===== src/rtl/sig_pkg.sv =====
// Shared definitions for the signature table loader: FSM states and error codes.
package sig_pkg;

  typedef enum logic [1:0] {
    ST_IDLE  = 2'd0,
    ST_LOAD  = 2'd1,
    ST_DONE  = 2'd2,
    ST_ERROR = 2'd3
  } state_t;

  localparam logic [1:0] ERR_NONE  = 2'd0;
  localparam logic [1:0] ERR_SHORT = 2'd1;
  localparam logic [1:0] ERR_LONG  = 2'd2;

  // Error code for a beat that ends the load, from "s_last seen" and
  // "this beat filled the last table slot".
  function automatic logic [1:0] end_code(input logic is_last, input logic is_final);
    logic [1:0] code;
    if (is_last && is_final) begin
      code = ERR_NONE;
    end else if (is_last) begin
      code = ERR_SHORT;
    end else begin
      code = ERR_LONG;
    end
    return code;
  endfunction

endpackage


===== src/rtl/sig_rom_loader.sv =====
// Streams table entries from a valid/ready source into a table RAM.
// Entry k goes to address k: the reader indexes by offset-binary of the signed
// input x = k - 2**(inWidth-1), and offset-binary(x) == k.
// Flags short/long loads and non-monotonic (descending) data.
module sig_rom_loader
  import sig_pkg::*;
#(
  parameter int inWidth   = 10,
  parameter int dataWidth = 16
) (
  input  logic                 clk,
  input  logic                 rst_n,
  input  logic                 start,
  input  logic                 s_valid,
  output logic                 s_ready,
  input  logic [dataWidth-1:0] s_data,
  input  logic                 s_last,
  output logic                 wr_en,
  output logic [inWidth-1:0]   wr_addr,
  output logic [dataWidth-1:0] wr_data,
  output logic                 busy,
  output logic                 done,
  output logic [1:0]           err,
  output logic                 mono_err,
  output logic [inWidth:0]     count
);

  // Index of the final table slot, widened to the counter width.
  localparam logic [inWidth:0] LAST_K  = {1'b0, {inWidth{1'b1}}};
  localparam logic [inWidth:0] ONE_K   = {{inWidth{1'b0}}, 1'b1};
  localparam logic [inWidth:0] ZERO_K  = {(inWidth+1){1'b0}};

  state_t               r_state;
  logic                 r_wr_en;
  logic [inWidth-1:0]   r_wr_addr;
  logic [dataWidth-1:0] r_wr_data;
  logic [1:0]           r_err;
  logic                 r_mono_err;
  logic [inWidth:0]     r_count;

  logic w_beat;
  logic w_final;

  // s_ready depends on state alone so upstream never sees a combinational loop.
  assign s_ready  = (r_state == ST_LOAD);
  assign busy     = (r_state == ST_LOAD);
  assign done     = (r_state == ST_DONE);
  assign w_beat   = s_valid & (r_state == ST_LOAD);
  assign w_final  = (r_count == LAST_K);

  assign wr_en    = r_wr_en;
  assign wr_addr  = r_wr_addr;
  assign wr_data  = r_wr_data;
  assign err      = r_err;
  assign mono_err = r_mono_err;
  assign count    = r_count;

  // Load FSM: accepts beats, issues one-cycle-late writes, tracks errors.
  always_ff @(posedge clk or negedge rst_n) begin
    if (!rst_n) begin
      r_state    <= ST_IDLE;
      r_wr_en    <= 1'b0;
      r_wr_addr  <= {inWidth{1'b0}};
      r_wr_data  <= {dataWidth{1'b0}};
      r_err      <= ERR_NONE;
      r_mono_err <= 1'b0;
      r_count    <= ZERO_K;
    end else begin
      r_wr_en <= 1'b0;
      case (r_state)
        ST_LOAD: begin
          if (w_beat) begin
            r_wr_en   <= 1'b1;
            r_wr_addr <= r_count[inWidth-1:0];
            r_wr_data <= s_data;
            r_count   <= r_count + ONE_K;
            // r_wr_data still holds the previous accepted entry here.
            if ((r_count != ZERO_K) && (s_data < r_wr_data)) begin
              r_mono_err <= 1'b1;
            end
            if (s_last || w_final) begin
              r_state <= (s_last && w_final) ? ST_DONE : ST_ERROR;
              r_err   <= end_code(s_last, w_final);
            end
          end
        end
        ST_IDLE, ST_DONE, ST_ERROR: begin
          if (start) begin
            r_state    <= ST_LOAD;
            r_count    <= ZERO_K;
            r_err      <= ERR_NONE;
            r_mono_err <= 1'b0;
          end
        end
        default: begin
          r_state <= ST_IDLE;
        end
      endcase
    end
  end

endmodule


===== config.mk =====
export PLATFORM = sky130hd
export DESIGN_NAME = sig_rom_loader
export DESIGN_NICKNAME = d
export VERILOG_FILES = /design/src/rtl/sig_pkg.sv /design/src/rtl/sig_rom_loader.sv
export SDC_FILE = /design/constraint.sdc
export NUM_CORES = 1
export LEC_CHECK = 0
export ABC_AREA = 1
export CORE_UTILIZATION = 31
export DETAILED_ROUTE_END_ITERATION = 7
export GPL_ROUTABILITY_DRIVEN = 0
export PLACE_DENSITY = 0.57
export SYNTH_ARGS = -nofsm -noshare
export SYNTH_HDL_FRONTEND = slang
export SYNTH_SLANG_ARGS = --single-unit

===== constraint.sdc =====
create_clock -name clk -period 4.3 [get_ports clk]
set_clock_uncertainty 0.2 [all_clocks]
set_input_delay 0.86 -clock clk [delete_from_list [all_inputs] [get_ports clk]]
set_output_delay 0.86 -clock clk [all_outputs]
set_load 0.02 [all_outputs]

==> metrics.md <==
| Metric | Value |
|---|---|
| FMAX | 0.381 GHz |
| DRC viols | 0 |
| Root buf cell | clkbuf_8 |
| Pre-Repair DR Iteration Count | 4 |
| CP Capture Type | primary output |
| Hold-fix buffers, CTS | 0 |
| Ant. Diodes | 0 |
| Crit Path Class | flip-flop to primary output |
| Status | complete, no violations |
| Sequential element share of the synthesized area | 0.474 |
| WP buf/inv | 1 |
| Max Slew Vio Count | 0 |
| DRT iter0 DRCs | 71 |
| Worst setup SP type | flip-flop |
| Clock sink count | 43 |
| # nets final | 365 |
| Setup Viol. Count Final | 0 |
| Actual slew at the worst max-slew pin | 0.966 ns |
| # H-tree levels | 2 |
| Sw frac | 0.406 |
| Vias in the first global route | 1,902 |
| Crit path time final | 2.62 ns |
| Core Region | 6940 um2 |
| Dpl cell area | 3000 um2 |
| Port Buffers | 64 |
| Critical path data required time | 3.24 ns |
| Synth Instances | 261 |
| Clk_lat worst skew | 0.30 ns |
| Final hold vios | 0 |
| Vias post-DR | 1,860 |
| CP max stage cell | clkdlybuf4s50_1 |
| Top cells by area, synth | dfrtp_1 (47%), nand2_1 (11%), ha_1 (9.4%), inv_1 (6.4%), o21ai_0 (6.0%) |
| Synth warn | 0 |
| PD cells | 596 nW/um2 |
| Synth Cell Area | 2270 um2 |
| Pin count of the biggest net entering global routing | 44 |
| Setup Buffers After CTS | 0 |
| Clk pin slew, worst setup/hold paths | 0.08 ns |
| Worst-path fanout max | 8 |
| Row count | 30 |
| Die Y | 87.6 um |
| Ports | 65 |
| Total power | 0.00186 W |
| Max incr delay on CP | 0.62 ns |
| Starting Density | 0.327 |
| Synthesized net count | 299 |
| Yosys top cell by area | dfrtp_1 |
| Comb pwr share | 0.497 |
| Wirelength per Cell | 12.1 um |
| Setup TNS | 0 ns |
| Arrival @ worst endpoint | 1.56 ns |
| Fin crit share | 0.610 |
| CTS tree | yes |
| Peak VDD IR | 200 uV |
| Hold Path Class | flip-flop to flip-flop |
| CP delay by family, top | buffers and inverters |
| Share of the synthesized area in the top cell type | 0.474 |
| #FFs+latches synth | 43 |
| Slew headroom | 0.356 |
| Routed WL | 5130 um |
| Share of cells above drive strength 1 | 0.0884 |
| Area of the die | 7670 um2 |
| ANT nets after route | 0 |
| Max cap viols | 0 |
| Vias per cell | 4.39 |
| Number of buffers created by CTS | 5 |
| Design area | 3120 um2 |
| Clock power frac | 0.179 |
| DPL Wire Length | 3740 um |
| Commonest non-fill, non-tap cell in the layout | nand2_1 |
| Synthesis-to-finish area growth | 37.5% |
| Bufs on Longest Clock Path | 2 |
| GR Util All Layers | 0.150 |
| First-pass GRT wire length | 8910 um |
| Pint | 0.00111 W |
| LEAKAGE | 1.47 nW |
| Critical path cell sequence | nor2_8 -> clkdlybuf4s50_1 |
| GR Overflow Total | 0 |
| Netlist cell types | 32 |
| RSZ-0062 raised after global routing | no |
| CTS resizes | 0 |
| Mean Syn Cell Area | 8.70 um2 |
| Die width | 87.6 um |
| Share of power burned in registers | 0.324 |
| Antenna violations before repair | 0 |
| Most frequent cells in the layout | nand2_1 (69), clkdlybuf4s50_1 (63), dfrtp_1 (43), inv_1 (39), o21ai_0 (27) |
| NetSw | 0.000755 W |
sequential cells by signal (all words and copies together), names as in the netlist:
| name | cells |
|---|---|
| wr_addr | 10 |
| wr_data | 16 |
| count | 11 |
| err | 2 |
| r_state | 2 |
| mono_err | 1 |
| wr_en | 1 |
layer usage:
layer	up-vias	part of all wire	track usage
met5	-	0	0
met4	0	0.012	0.0537
met3	4	0.037	0.0245
met2	45	0.45	0.244
met1	846	0.50	0.203
li1	965	-	-
layout make-up:
class	instances	area [um2]
inverter	43	164
sequential	43	1080
multi-input combinational	169	1000
fill	676	3820
tap	96	120
timing repair buffer	65	643
clock buffer	6	82.6
clock inverter	2	35.0
cell usage after synthesis:
cell type  number
a211oi_1        1
a21oi_1        14
a221oi_1        1
a2bb2oi_1       1
a31oi_1         1
a31oi_4         1
buf_2           2
buf_4           1
clkbuf_1        3
dfrtp_1        43
ha_1           17
inv_1          39
inv_2           3
inv_4           1
nand2_1        69
nand2_2         3
nand2_4         1
nand2_8         1
nand3_1         2
nand3_2         2
nand4_1         2
nor2_1         10
nor2_2          2
nor2_4          2
nor2_8          2
nor3_1          3
nor3_2          1
nor4_1          2
o21a_1          2
o21ai_0        27
o21ai_1         1
o31a_1          1
path summary, 6_finish.rpt:
| path | startpoint | end | slack (ns) | cells past startpoint |
|---|---|---|---|---|
| min in group asynchronous | rst_n | wr_data[7] | 0.51 | 1 |
| hold reg to reg | wr_addr[2] | wr_addr[2] | 0.29 | 2 |
| setup / recovery | r_state[1] | s_ready | 1.68 | 2 |
| setup reg to reg | r_state[1] | count[0] | 2.30 | 7 |
| hold / removal | wr_addr[2] | wr_addr[2] | 0.29 | 2 |
| max in group asynchronous | rst_n | err[1] | 2.79 | 1 |
power groups by stage:
stage | registers, W | logic (W) | clock network [W]
global placement | 0.000612 | 0.000922 | 0
global route | 0.000623 | 0.00103 | 0.000357
detailed placement | 0.000612 | 0.000931 | 0
finish | 0.000604 | 0.000924 | 0.000333
CTS | 0.000607 | 0.000938 | 0.000342
floorplan | 0.000738 | 0.000437 | 0
worst reg2reg max path: stages (launching register included):
cell	delay, ns
dfrtp_1	0.45
inv_2	0.10
nand2_2	0.08
nor2_2	0.53
buf_4	0.33
nand2_1	0.09
nand2_1	0.06
a21oi_1	0.04
stage by stage:
| step | hold WS [ns] | cells | worst slack (ns) | utilization |
|---|---|---|---|---|
| floorplan | 0.364 | 261 | 2.27 | - |
| global placement | 0.274 | 416 | 1.49 | 0.433 |
| detailed placement | 0.269 | 416 | 1.48 | 0.433 |
| CTS | 0.301 | 424 | 1.65 | 0.450 |
| global route | 0.340 | 424 | 1.59 | 0.450 |
| finish | 0.292 | 424 | 1.68 | 0.450 |
logic make-up (layout without fill, tap and decap cells):
| family | count (synthesis) | in the layout | share of synthesized area |
|---|---|---|---|
| AO/OA/AOI/OAI | 50 | 50 | 0.126 |
| flip-flops | 43 | 43 | 0.474 |
| adder cells (fa/ha/maj) | 17 | 17 | 0.0937 |
| AND/OR/NAND/NOR | 102 | 102 | 0.221 |
| buffers and inverters | 49 | 116 | 0.0849 |
Note: power is estimated with default switching activity, not from simulation.
